===== src/rtl/multibit_fifo_arb.sv =====
// Round-robin arbiter feeding one registered FIFO write port.
// Burst locking is enabled by defining MULTIBIT_FIFO_ARB_LOCK_EN.
module multibit_fifo_arb #(
  parameter int NUM_REQ    = 4,
  parameter int DATA_WIDTH = 32
) (
  input  logic                          clk,
  input  logic                          reset,
  input  logic [NUM_REQ-1:0]            req_valid,
  input  logic [NUM_REQ*DATA_WIDTH-1:0] req_data,
  output logic [NUM_REQ-1:0]            req_ready,
`ifdef MULTIBIT_FIFO_ARB_LOCK_EN
  input  logic [NUM_REQ-1:0]            req_last,
`endif
  output logic                          out_valid,
  output logic [DATA_WIDTH-1:0]         out_data,
  output logic [$clog2(NUM_REQ)-1:0]    out_id,
  input  logic                          out_ready
);

  localparam int ID_WIDTH = $clog2(NUM_REQ);

  logic [ID_WIDTH-1:0]   last_grant;
  logic [ID_WIDTH-1:0]   rr_id;
  logic                  rr_hit;
  logic [ID_WIDTH-1:0]   cand;
  logic [ID_WIDTH-1:0]   grant;
  logic                  hit;
  logic                  load_en;
  logic                  accept;
  logic [DATA_WIDTH-1:0] sel_data;

  // First valid requester after last_grant, wrapping around.
  always_comb begin
    rr_hit = 1'b0;
    rr_id  = '0;
    cand   = '0;
    for (int k = 1; k <= NUM_REQ; k++) begin
      cand = ID_WIDTH'((int'(last_grant) + k) % NUM_REQ);
      if (!rr_hit && req_valid[cand]) begin
        rr_hit = 1'b1;
        rr_id  = cand;
      end
    end
  end

`ifdef MULTIBIT_FIFO_ARB_LOCK_EN
  typedef enum logic {ARB, LOCKED} state_t;

  state_t              state, state_n;
  logic [ID_WIDTH-1:0] lock_id, lock_id_n;

  always_ff @(posedge clk) begin
    if (reset) begin
      state   <= ARB;
      lock_id <= '0;
    end else begin
      state   <= state_n;
      lock_id <= lock_id_n;
    end
  end

  always_comb begin
    state_n   = state;
    lock_id_n = lock_id;
    grant     = rr_id;
    hit       = rr_hit;
    unique case (state)
      ARB: begin
        if (accept && !req_last[grant]) begin
          state_n   = LOCKED;
          lock_id_n = grant;
        end
      end
      LOCKED: begin
        grant = lock_id;
        hit   = req_valid[lock_id];
        if (accept && req_last[lock_id])
          state_n = ARB;
      end
    endcase
  end
`else
  always_comb begin
    grant = rr_id;
    hit   = rr_hit;
  end
`endif

  assign load_en  = ~out_valid | out_ready;
  assign accept   = hit & load_en & ~reset;
  assign sel_data = req_data[int'(grant)*DATA_WIDTH +: DATA_WIDTH];

  always_comb begin
    req_ready = '0;
    if (accept)
      req_ready = NUM_REQ'(1) << grant;
  end

  always_ff @(posedge clk) begin
    if (reset) begin
      out_valid  <= 1'b0;
      out_data   <= '0;
      out_id     <= '0;
      last_grant <= ID_WIDTH'(NUM_REQ - 1);
    end else if (accept) begin
      out_valid  <= 1'b1;
      out_data   <= sel_data;
      out_id     <= grant;
      last_grant <= grant;
    end else if (out_valid && out_ready) begin
      out_valid  <= 1'b0;
    end
  end

endmodule


===== config.mk =====
export PLATFORM = sky130hd
export DESIGN_NAME = multibit_fifo_arb
export DESIGN_NICKNAME = d
export VERILOG_FILES = /design/src/rtl/multibit_fifo_arb.sv
export SDC_FILE = /design/constraint.sdc
export NUM_CORES = 1
export LEC_CHECK = 0
export ABC_AREA = 1
export BUFFER_PORTS_ARGS = -buffer_cell sky130_fd_sc_hd__buf_2
export CAP_MARGIN = 20
export CORE_UTILIZATION = 51
export CTS_BUF_LIST = sky130_fd_sc_hd__clkbuf_8
export CTS_CLUSTER_DIAMETER = 80
export DETAILED_ROUTE_END_ITERATION = 10
export PLACE_DENSITY = 0.89
export RECOVER_POWER = 25
export SLEW_MARGIN = 20
export SYNTH_ARGS = -nofsm -noshare
export SYNTH_HDL_FRONTEND = slang
export SYNTH_SLANG_ARGS = --single-unit

===== constraint.sdc =====
create_clock -name clk -period 5.15 [get_ports clk]
set_input_delay 0.515 -clock clk [delete_from_list [all_inputs] [get_ports clk]]
set_output_delay 0.515 -clock clk [all_outputs]
set_load 0.005 [all_outputs]

# [After elaboration in Yosys (flattened, before gate mapping)]
# Index checks and enable logic that the tools add are counted.
[classes] n_mux=19 order_cmp=4 shifts=2 n_addsub=4 reduce_logical=8 n_bitwise=5
[op_table] cell="variable part select 128 x 8 -> 32 bit" n=1
[op_table] cell="less-than comparator 2 x 3 -> 1 bit, second input constant" n=4
[op_table] cell="two-way mux 1 bit" n=10
[op_table] cell="binary-select mux 1 bit (select 2 bit)" n=4
[op_table] cell="two-way mux 2 bit" n=4
[op_table] cell="adder 2 x 1 -> 2 bit, second input constant" n=2
[op_table] cell="adder 2 bit, second input constant" n=2
[op_table] cell="logical AND 1 bit" n=4
[op_table] cell="two-way mux 4 bit" n=1
[op_table] cell="<< shifter 1 x 2 -> 4 bit, first input constant" n=1
[op_table] cell="logical NOT 1 bit" n=3
[op_table] cell="bitwise AND 1 bit" n=2
[op_table] cell="inverter 1 bit" n=2
[op_table] cell="nonzero test 2 bit" n=1
[op_table] cell="bitwise OR 1 bit" n=1
[totals] reg_bits=37 wordCells=46 out_inout_bits=39

# [Longest topological paths before layout]
# Gate-level depths: netlist of run 1.
[depth] depth_word=16 mapped_depth=17

# [Worst setup path after synthesis of run 1]
# OpenSTA, ideal clock, no wires.
[synth_timing] path_type="in2out" from="input req_valid[0]" to="output req_ready[0]" slack_ns=3.039 t_arrival_ns=1.596 stages=10 path_buffers=2 path_cell_list="inv_1 nand2_1 nand2_1 o21ai_2 inv_1 nand3_4 nand3_2 buf_4 buf_2 nor3_1"
[synth_between] elab_chain_cells=15 elab_cells_between_ends=26 cone_classes="shift (1); mux (17); bitwise (2); reduce/logical (6)"
[synth_lines] element="start, declared" line_no="9" rtl="input logic [NUM_REQ-1:0] req_valid,"
[synth_lines] element="binary-select mux 1 bit (select 2 bit)" line_no="40" rtl="if (!rr_hit && req_valid[cand]) begin"
[synth_lines] element="two-way mux 1 bit (implied by the code)" line_no="40"
[synth_lines] element="two-way mux 1 bit" line_no="40"
[synth_lines] element="logical NOT 1 bit" line_no="40"
[synth_lines] element="logical AND 1 bit" line_no="40"
[synth_lines] element="two-way mux 1 bit" line_no="40"
[synth_lines] element="logical NOT 1 bit" line_no="40"
[synth_lines] element="logical AND 1 bit" line_no="40"
[synth_lines] element="two-way mux 1 bit" line_no="40"
[synth_lines] element="logical NOT 1 bit" line_no="40"
[synth_lines] element="logical AND 1 bit" line_no="40"
[synth_lines] element="two-way mux 1 bit" line_no="40"
[synth_lines] element="bitwise AND 1 bit (2 in a row)" line_no="91" rtl="assign accept = hit & load_en & ~reset;"
[synth_lines] element="two-way mux 4 bit (*)" line_no="96" rtl="if (accept)"
[synth_lines] element="end, declared" line_no="11" rtl="output logic [NUM_REQ-1:0] req_ready,"
# Every way passes the cells marked *; elsewhere a longest branch is shown, timed or not. The select of a mux whose other input is x is not followed.

# [Worst setup path in the final report of run 1]
[layout_timing] from="register last_grant[0]" to="output req_ready[1]"
[layout_between] elab_chain_cells=16 elab_cells_between_ends=30 cone_classes="add/sub (4); shift (1); mux (17); bitwise (2); reduce/logical (6)"
[layout_lines] element="start, declared" line_no="23" rtl="logic [ID_WIDTH-1:0] last_grant;"
[layout_lines] element="start signal, assigned" line_no="105" rtl="last_grant <= ID_WIDTH'(NUM_REQ - 1);"
[layout_lines] element="start signal, assigned" line_no="110" rtl="last_grant <= grant;"
[layout_lines] element="adder 2 x 1 -> 2 bit" line_no="39" rtl="cand = ID_WIDTH'((int'(last_grant) + k) % NUM_REQ);"
[layout_lines] element="binary-select mux 1 bit (select 2 bit)" line_no="40"
[layout_lines] element="two-way mux 1 bit (implied by the code)" line_no="40"
[layout_lines] element="two-way mux 1 bit" line_no="40"
[layout_lines] element="logical NOT 1 bit" line_no="40"
[layout_lines] element="logical AND 1 bit" line_no="40"
[layout_lines] element="two-way mux 1 bit" line_no="40"
[layout_lines] element="logical NOT 1 bit" line_no="40"
[layout_lines] element="logical AND 1 bit" line_no="40"
[layout_lines] element="two-way mux 1 bit" line_no="40"
[layout_lines] element="logical NOT 1 bit" line_no="40"
[layout_lines] element="logical AND 1 bit" line_no="40"
[layout_lines] element="two-way mux 1 bit" line_no="40"
[layout_lines] element="bitwise AND 1 bit (2 in a row)" line_no="91"
[layout_lines] element="two-way mux 4 bit (*)" line_no="96"
# Marked as above.

==> flow_summary.json, run 1 <==
{
  "drtIter0Drc": 233,
  "grt_overflow": 0,
  "syn-instance-count": 613,
  "status": "finished, final reports clean",
  "period_share_pct": 69.5,
  "area_growth_pct": 22.7,
  "fmax_ghz": 0.279,
  "critPathMaxFanout": 67,
  "first_pass_iters": 5,
  "slew_viol_final": 0,
  "grt_first_pass_wirelength_um": 14800,
  "worstPathArrival_ns": 3.06,
  "cts-resized-gates": 0,
  "p_seq_share_pct": 20.7,
  "grtUsageTotal_pct": 25.1,
  "routed_wl_um": 9000,
  "io_pins": 174,
  "drc": 0,
  "power.switching_mw": 1.37,
  "max_slew_margin_pct": 43.4,
  "htreeDepth": 2,
  "clk_pin_slew_ns": 0.08,
  "holdPathStages": 2,
  "cts_setup_buffers": 0,
  "core_area_um2": 6390,
  "antenna_found_initial": 0,
  "tightest_slew_ns": 0.847,
  "layout.nets": 891,
  "maxCapViolCount": 0,
  "vdd_drop_max_uv": 516,
  "post-route-min-period_ns": 3.58,
  "cts_made_buffers": 5,
  "required_ns": 4.64,
  "finalNonFillerCells": 833,
  "yosysWarningCount": 0,
  "die_area_um2": 6960,
  "p_leak_nw": 2.78,
  "path_class": "flop to primary output",
  "drt-wirelength-per-cell_um": 10.8,
  "clock_sinks": 37,
  "seq_area_frac_synth_pct": 21.9,
  "tritoncts": "built",
  "power_frac_clock_pct": 8.1,
  "vias_per_cell": 4.94,
  "synth_fp_nets": 748,
  "die_h_um": 83.5,
  "setup_violations": 0,
  "hpwl_um": 6330,
  "placedCellCount": 826,
  "p_int_mw": 1.15,
  "yosys.cell_types.count": 23,
  "p_comb_share_pct": 71.2,
  "die_w_um": 83.5,
  "crit_path_max_incr_delay_ns": 0.57,
  "cp_cell_sequence": "inv_6 > nand2_1 > nand2_1 > o21ai_2 > inv_1 > nand3_4 > nand3_2 > inv_2 > nand2_1 > nor2_1 > buf_2",
  "final_common_cell": "nand2_1",
  "layout_common_cells": "nand2_1, nand3_1, buf_2, inv_1, dfxtp_1",
  "row_count": 29,
  "skew_ns": 0.00925,
  "hold_slack_ns": 0.475,
  "clockBufferDepth": 2,
  "syn_avg_cell_area_um2": 5.52,
  "drive_gt1_share_pct": 26.1,
  "design_area_um2": 4150,
  "synth.cell_area_um2": 3380,
  "synth_seq_cells": 37,
  "tns_ns": 0,
  "gp_congestion": 0.932,
  "critPathLaunchType": "flop",
  "dpl_cell_area_um2": 4080,
  "cts_hold_buffers": 0,
  "cp-end-kind": "primary output",
  "rsz0062_at_grt": "no",
  "ff2ff_path_depth": 13,
  "cts-root-buf": "clkbuf_8",
  "finalHoldViolations": 0,
  "grt_pass1_vias": 3626,
  "numPortBuffers": 173,
  "hp-class": "flop to flop",
  "power_per_cell_area_nw_per_um2": 607,
  "detail-route-antenna-nets": 0,
  "crit_slowest_cell": "dfxtp_1",
  "switching_share_pct": 54.3,
  "antenna_cells": 0,
  "grt_start_max_net_pins": 68,
  "vias": 4115,
  "crit_top_cell": "nand2_1",
  "start_util_pct": 53.0,
  "clkLatencyLatePin_ns": 0.28
}
==> final timing paths <==
kind	start	to	slack, ns
worst max-delay path	last_grant[0]	req_ready[1]	1.57
worst min-delay path	out_data[25]	out_data[25]	0.47
worst max register to register	last_grant[0]	out_data[5]	2.03
worst min register to register	out_data[25]	out_data[25]	0.47
==> worst max-delay path, delay by kind of cell, from the launching register on <==
| family | cells | cell delay, ns |
|---|---|---|
| buffers and inverters | 4 | 0.81 |
| and+or+nand+nor | 6 | 1.17 |
| AOI/OAI and AO/OA | 1 | 0.15 |
| DFF | 1 | 0.57 |
==> final cells by class <==
| type | instances | area (µm²) |
|---|---|---|
| Sequential cell | 37 | 741 |
| Multi-Input combinational cell | 383 | 1780 |
| Inverter | 154 | 586 |
| Clock buffer | 6 | 82.6 |
| Timing Repair Buffer | 175 | 867 |
| Clock inverter | 1 | 3.75 |
| Tap cell | 77 | 96.3 |
| Fill cell | 640 | 2230 |
==> power by group through the flow <==
stage	clock (mW)	sequential [mW]	combinational (mW)
CTS	0.206	0.520	1.79
finish	0.203	0.523	1.79
floorplan	0	0.512	1.55
detailed placement	0	0.524	1.79
global route	0.222	0.538	2.02
global placement	0	0.517	1.73
==> metal layers <==
layer | global-route usage, % | part of all wire (%) | up-vias
li1 | - | - | 2130
met1 | 28.0 | 41 | 1812
met2 | 48.0 | 51 | 159
met3 | 5.14 | 6.1 | 14
met4 | 6.78 | 1.5 | 0
met5 | 0 | 0 | -
==> cell usage after synthesis <==
master	instances	share of area (%)
nand3_2	2	0.59
o21ai_0	2	0.30
o21ai_2	1	0.26
nand3_1	172	25
a31oi_1	1	0.19
nand2_1	175	19
dfxtp_1	37	22
inv_2	3	0.33
inv_6	1	0.26
o211ai_1	1	0.22
inv_4	1	0.19
nand3_4	2	1.0
nand4_1	2	0.37
nor2_4	2	0.67
clkbuf_1	5	0.55
buf_2	12	1.8
nand2_2	14	2.6
nor2_1	6	0.67
nand2_4	1	0.33
inv_1	149	17
nor3_1	2	0.30
buf_6	11	3.7
buf_4	11	2.4
==> through the flow <==
step | setup WS (ns) | utilization [%] | total power, mW
after detailed placement | 1.86 | 63.8 | 2.32
after global routing | 1.31 | 65.0 | 2.78
after CTS | 1.57 | 65.2 | 2.52
after floorplan | 3.04 | - | 2.06
after global placement | 1.97 | 63.8 | 2.25
final | 1.57 | 65.0 | 2.52
==> cells by family (layout without fill, tap and decap cells) <==
family,count (synthesis),after routing,share of synthesized area [%]
and+or+nand+nor,378,378,51.4
buffers and inverters,193,336,25.7
AOI/OAI and AO/OA,5,5,0.962
DFF,37,37,21.9
==> flip-flops by register name, indices dropped and copies added (netlist names) <==
signal / flops
out_valid: 1
last_grant: 2
out_data: 32
out_id: 2
(Power assumes the default switching activity.)
==> run 2: changes to the inputs <==
--- a/config.mk
+++ b/config.mk
@@ -5,14 +5,14 @@
 export SDC_FILE = /design/constraint.sdc
 export NUM_CORES = 1
 export LEC_CHECK = 0
-export ABC_AREA = 1
+export ABC_AREA = 0
 export BUFFER_PORTS_ARGS = -buffer_cell sky130_fd_sc_hd__buf_2
 export CAP_MARGIN = 20
-export CORE_UTILIZATION = 51
+export CORE_UTILIZATION = 44
 export CTS_BUF_LIST = sky130_fd_sc_hd__clkbuf_8
 export CTS_CLUSTER_DIAMETER = 80
 export DETAILED_ROUTE_END_ITERATION = 10
-export PLACE_DENSITY = 0.89
+export PLACE_DENSITY = 0.83
 export RECOVER_POWER = 25
 export SLEW_MARGIN = 20
 export SYNTH_ARGS = -nofsm -noshare
==> constraint.sdc (replaced) <==
create_clock -name clk -period 3.7 [get_ports clk]
set_input_delay 0.37 -clock clk [delete_from_list [all_inputs] [get_ports clk]]
set_output_delay 0.37 -clock clk [all_outputs]
set_load 0.005 [all_outputs]
==> flow_summary.json, run 2 <==
{
  "detail-route-antenna-nets": 0,
  "synthFlopType": "dfxtp_1",
  "ff2ff_setup_slack_ns": 1.53,
  "hold_path_end": "out_id[1]",
  "tritoncts": "built",
  "critPathLaunchType": "flop",
  "post-route-min-period_ns": 2.52,
  "vdd_drop_max_uv": 147,
  "hp-class": "input port to flop",
  "yosys.cell_types.count": 34,
  "hpwl_um": 5720,
  "synth.most_common_cell": "dfxtp_1",
  "clock_sinks": 37,
  "p_leak_nw": 1.86,
  "r2r_start": "last_grant[0]",
  "antenna_found_initial": 0,
  "layout.nets": 620,
  "synth_fp_nets": 470,
  "path_class": "flop to primary output",
  "critPathMaxFanout": 65,
  "clkLatencyLatePin_ns": 0.28,
  "drive_gt1_share_pct": 41.2,
  "dpl_cell_area_um2": 3520,
  "drtIter0Drc": 77,
  "synth_common_cells": "dfxtp_1, nand2_1, a31oi_1, inv_1",
  "layout_common_cells": "buf_2, dfxtp_1, nand2_1, inv_1, a31oi_1",
  "cts-root-buf": "clkbuf_8",
  "clk_pin_slew_ns": 0.08,
  "grt_start_max_net_pins": 66,
  "synth-async-reset-ratio_pct": 0,
  "ff2ff_path_depth": 5,
  "fmax_ghz": 0.398,
  "die_h_um": 80.6,
  "yosysWarningCount": 0,
  "required_ns": 3.33,
  "setup_violations": 0,
  "cp-end-kind": "primary output",
  "synth.cell_area_um2": 2720,
  "yosysTopAreaCellShare_pct": 27.2,
  "vias": 3039,
  "routed_wl_um": 7990,
  "status": "finished, final reports clean",
  "hold_slack_ns": 0.343,
  "cts-resized-gates": 0,
  "rsz0062_at_grt": "no",
  "final_common_cell": "buf_2",
  "grt_first_pass_wirelength_um": 12200,
  "syn-instance-count": 335,
  "design_area_um2": 3590,
  "maxCapViolCount": 0,
  "die_w_um": 80.6,
  "gp_congestion": 0.812,
  "tightest_slew_ns": 1.01,
  "reg_top3": "out_data: 32 flops, last_grant: 2 flops, out_id: 2 flops",
  "htreeDepth": 2,
  "synth_edf_count": 0,
  "drc": 0,
  "max_slew_margin_pct": 32.8,
  "largest-register": "out_data",
  "seq_area_frac_synth_pct": 27.2,
  "drt-wirelength-per-cell_um": 14.2,
  "skew_ns": 0.00501,
  "grtUsageTotal_pct": 23.9,
  "row_count": 28,
  "power_per_cell_area_nw_per_um2": 330,
  "yosysTopAreaCell": "dfxtp_1",
  "start_util_pct": 45.7,
  "period_share_pct": 68.0,
  "clockBufferDepth": 2,
  "grt_pass1_vias": 2663,
  "first_pass_iters": 4,
  "antenna_cells": 0,
  "die_area_um2": 6500,
  "numPortBuffers": 173,
  "cts_made_buffers": 5,
  "tns_ns": 0,
  "worst_r2r_endpoint": "out_data[3]",
  "slew_viol_final": 0,
  "syn_avg_cell_area_um2": 8.12,
  "synth_seq_cells": 37,
  "vias_per_cell": 5.42,
  "io_pins": 174,
  "largest_register_ffs": 32,
  "holdPathStages": 2,
  "core_area_um2": 5960,
  "synth_area_leaders": "dfxtp_1, mux2i_1, and4_1",
  "hp-start": "reset",
  "grt_overflow": 0,
  "cts_setup_buffers": 0,
  "cts_hold_buffers": 0,
  "area_growth_pct": 31.9,
  "finalHoldViolations": 0,
  "worstPathArrival_ns": 2.15
}
==> run 2: cell types whose count changed after synthesis, sizes merged, moves of 3 or more <==
| cell | previous run | this run |
|---|---|---|
| a31oi | 1 | 33 |
| inv | 154 | 33 |
| nor2b | 0 | 3 |
| o211ai | 1 | 32 |
| mux2i | 0 | 32 |
| clkbuf | 5 | 17 |
| nand3 | 176 | 2 |
| nand2 | 190 | 36 |
| buf | 34 | 18 |
| nand2b | 0 | 3 |
| o21ai | 3 | 36 |
| and4 | 0 | 32 |
==> run 2: kinds of logic (layout without fill, tap and decap cells) <==
kind of cell,count (synthesis),count (layout),synth area share (%)
AOI/OAI and AO/OA,107,107,27.4
and+or+nand+nor,91,91,20.6
buffers and inverters,68,219,12.9
DFF,37,37,27.2
muxes,32,32,11.8
==> run 2: worst max-delay path by stage <==
stage                       start      endpoint  slack, ns  depth (start not counted)
finish              last_grant[0]  req_ready[1]       1.18                          6
global route        last_grant[0]  req_ready[1]       1.03                          6
CTS                 last_grant[0]  req_ready[1]       1.19                          6
detailed placement   req_valid[3]  out_data[12]       1.05                          5
global placement     req_valid[3]   out_data[6]       1.16                          5
floorplan            req_valid[3]  req_ready[3]       1.93                          5
==> run 2: final cells by class <==
type                            count  area (µm²)
Tap cell                           75        93.8
Clock inverter                      3        11.3
Clock buffer                        5        68.8
Multi-Input combinational cell    230        1660
Inverter                           33         124
Timing Repair Buffer              178         892
Sequential cell                    37         741
Fill cell                         586        2370
==> run 2: layer usage <==
metal / part of all wire [%] / wire (µm) / GRT usage (%) / vias to the layer above
met4: 0.93 / 74 / 7.32 / 0
li1: - / - / - / 1527
met1: 43 / 3400 / 28.5 / 1395
met2: 49 / 3930 / 41.9 / 111
met5: 0 / 0 / 0 / -
met3: 7.3 / 583 / 5.68 / 6
==> run 2: power breakdown <==
| part | internal, mW | switching, mW | leakage, nW |
|---|---|---|---|
| registers | 0.456 | 0.0334 | 0.307 |
| logic | 0.211 | 0.218 | 1.50 |
| clock network | 0.126 | 0.141 | 0.0519 |
==> run 2: critical path, cell delays in order, from the launching register on <==
cell,delay (ns)
dfxtp_1,0.38
and2b_4,0.22
o21ai_4,0.14
buf_4,0.47
nand3_1,0.29
nor2b_1,0.21
buf_2,0.14
==> run 2: stage by stage <==
stage	setup slack (ns)	power (mW)	util [%]	std cells
finish	1.18	1.18	60.2	561
CTS	1.19	1.20	60.4	561
global route	1.03	1.26	60.2	561
detailed placement	1.05	0.931	59.1	553
global placement	1.16	0.913	59.1	553
floorplan	1.93	0.774	-	335
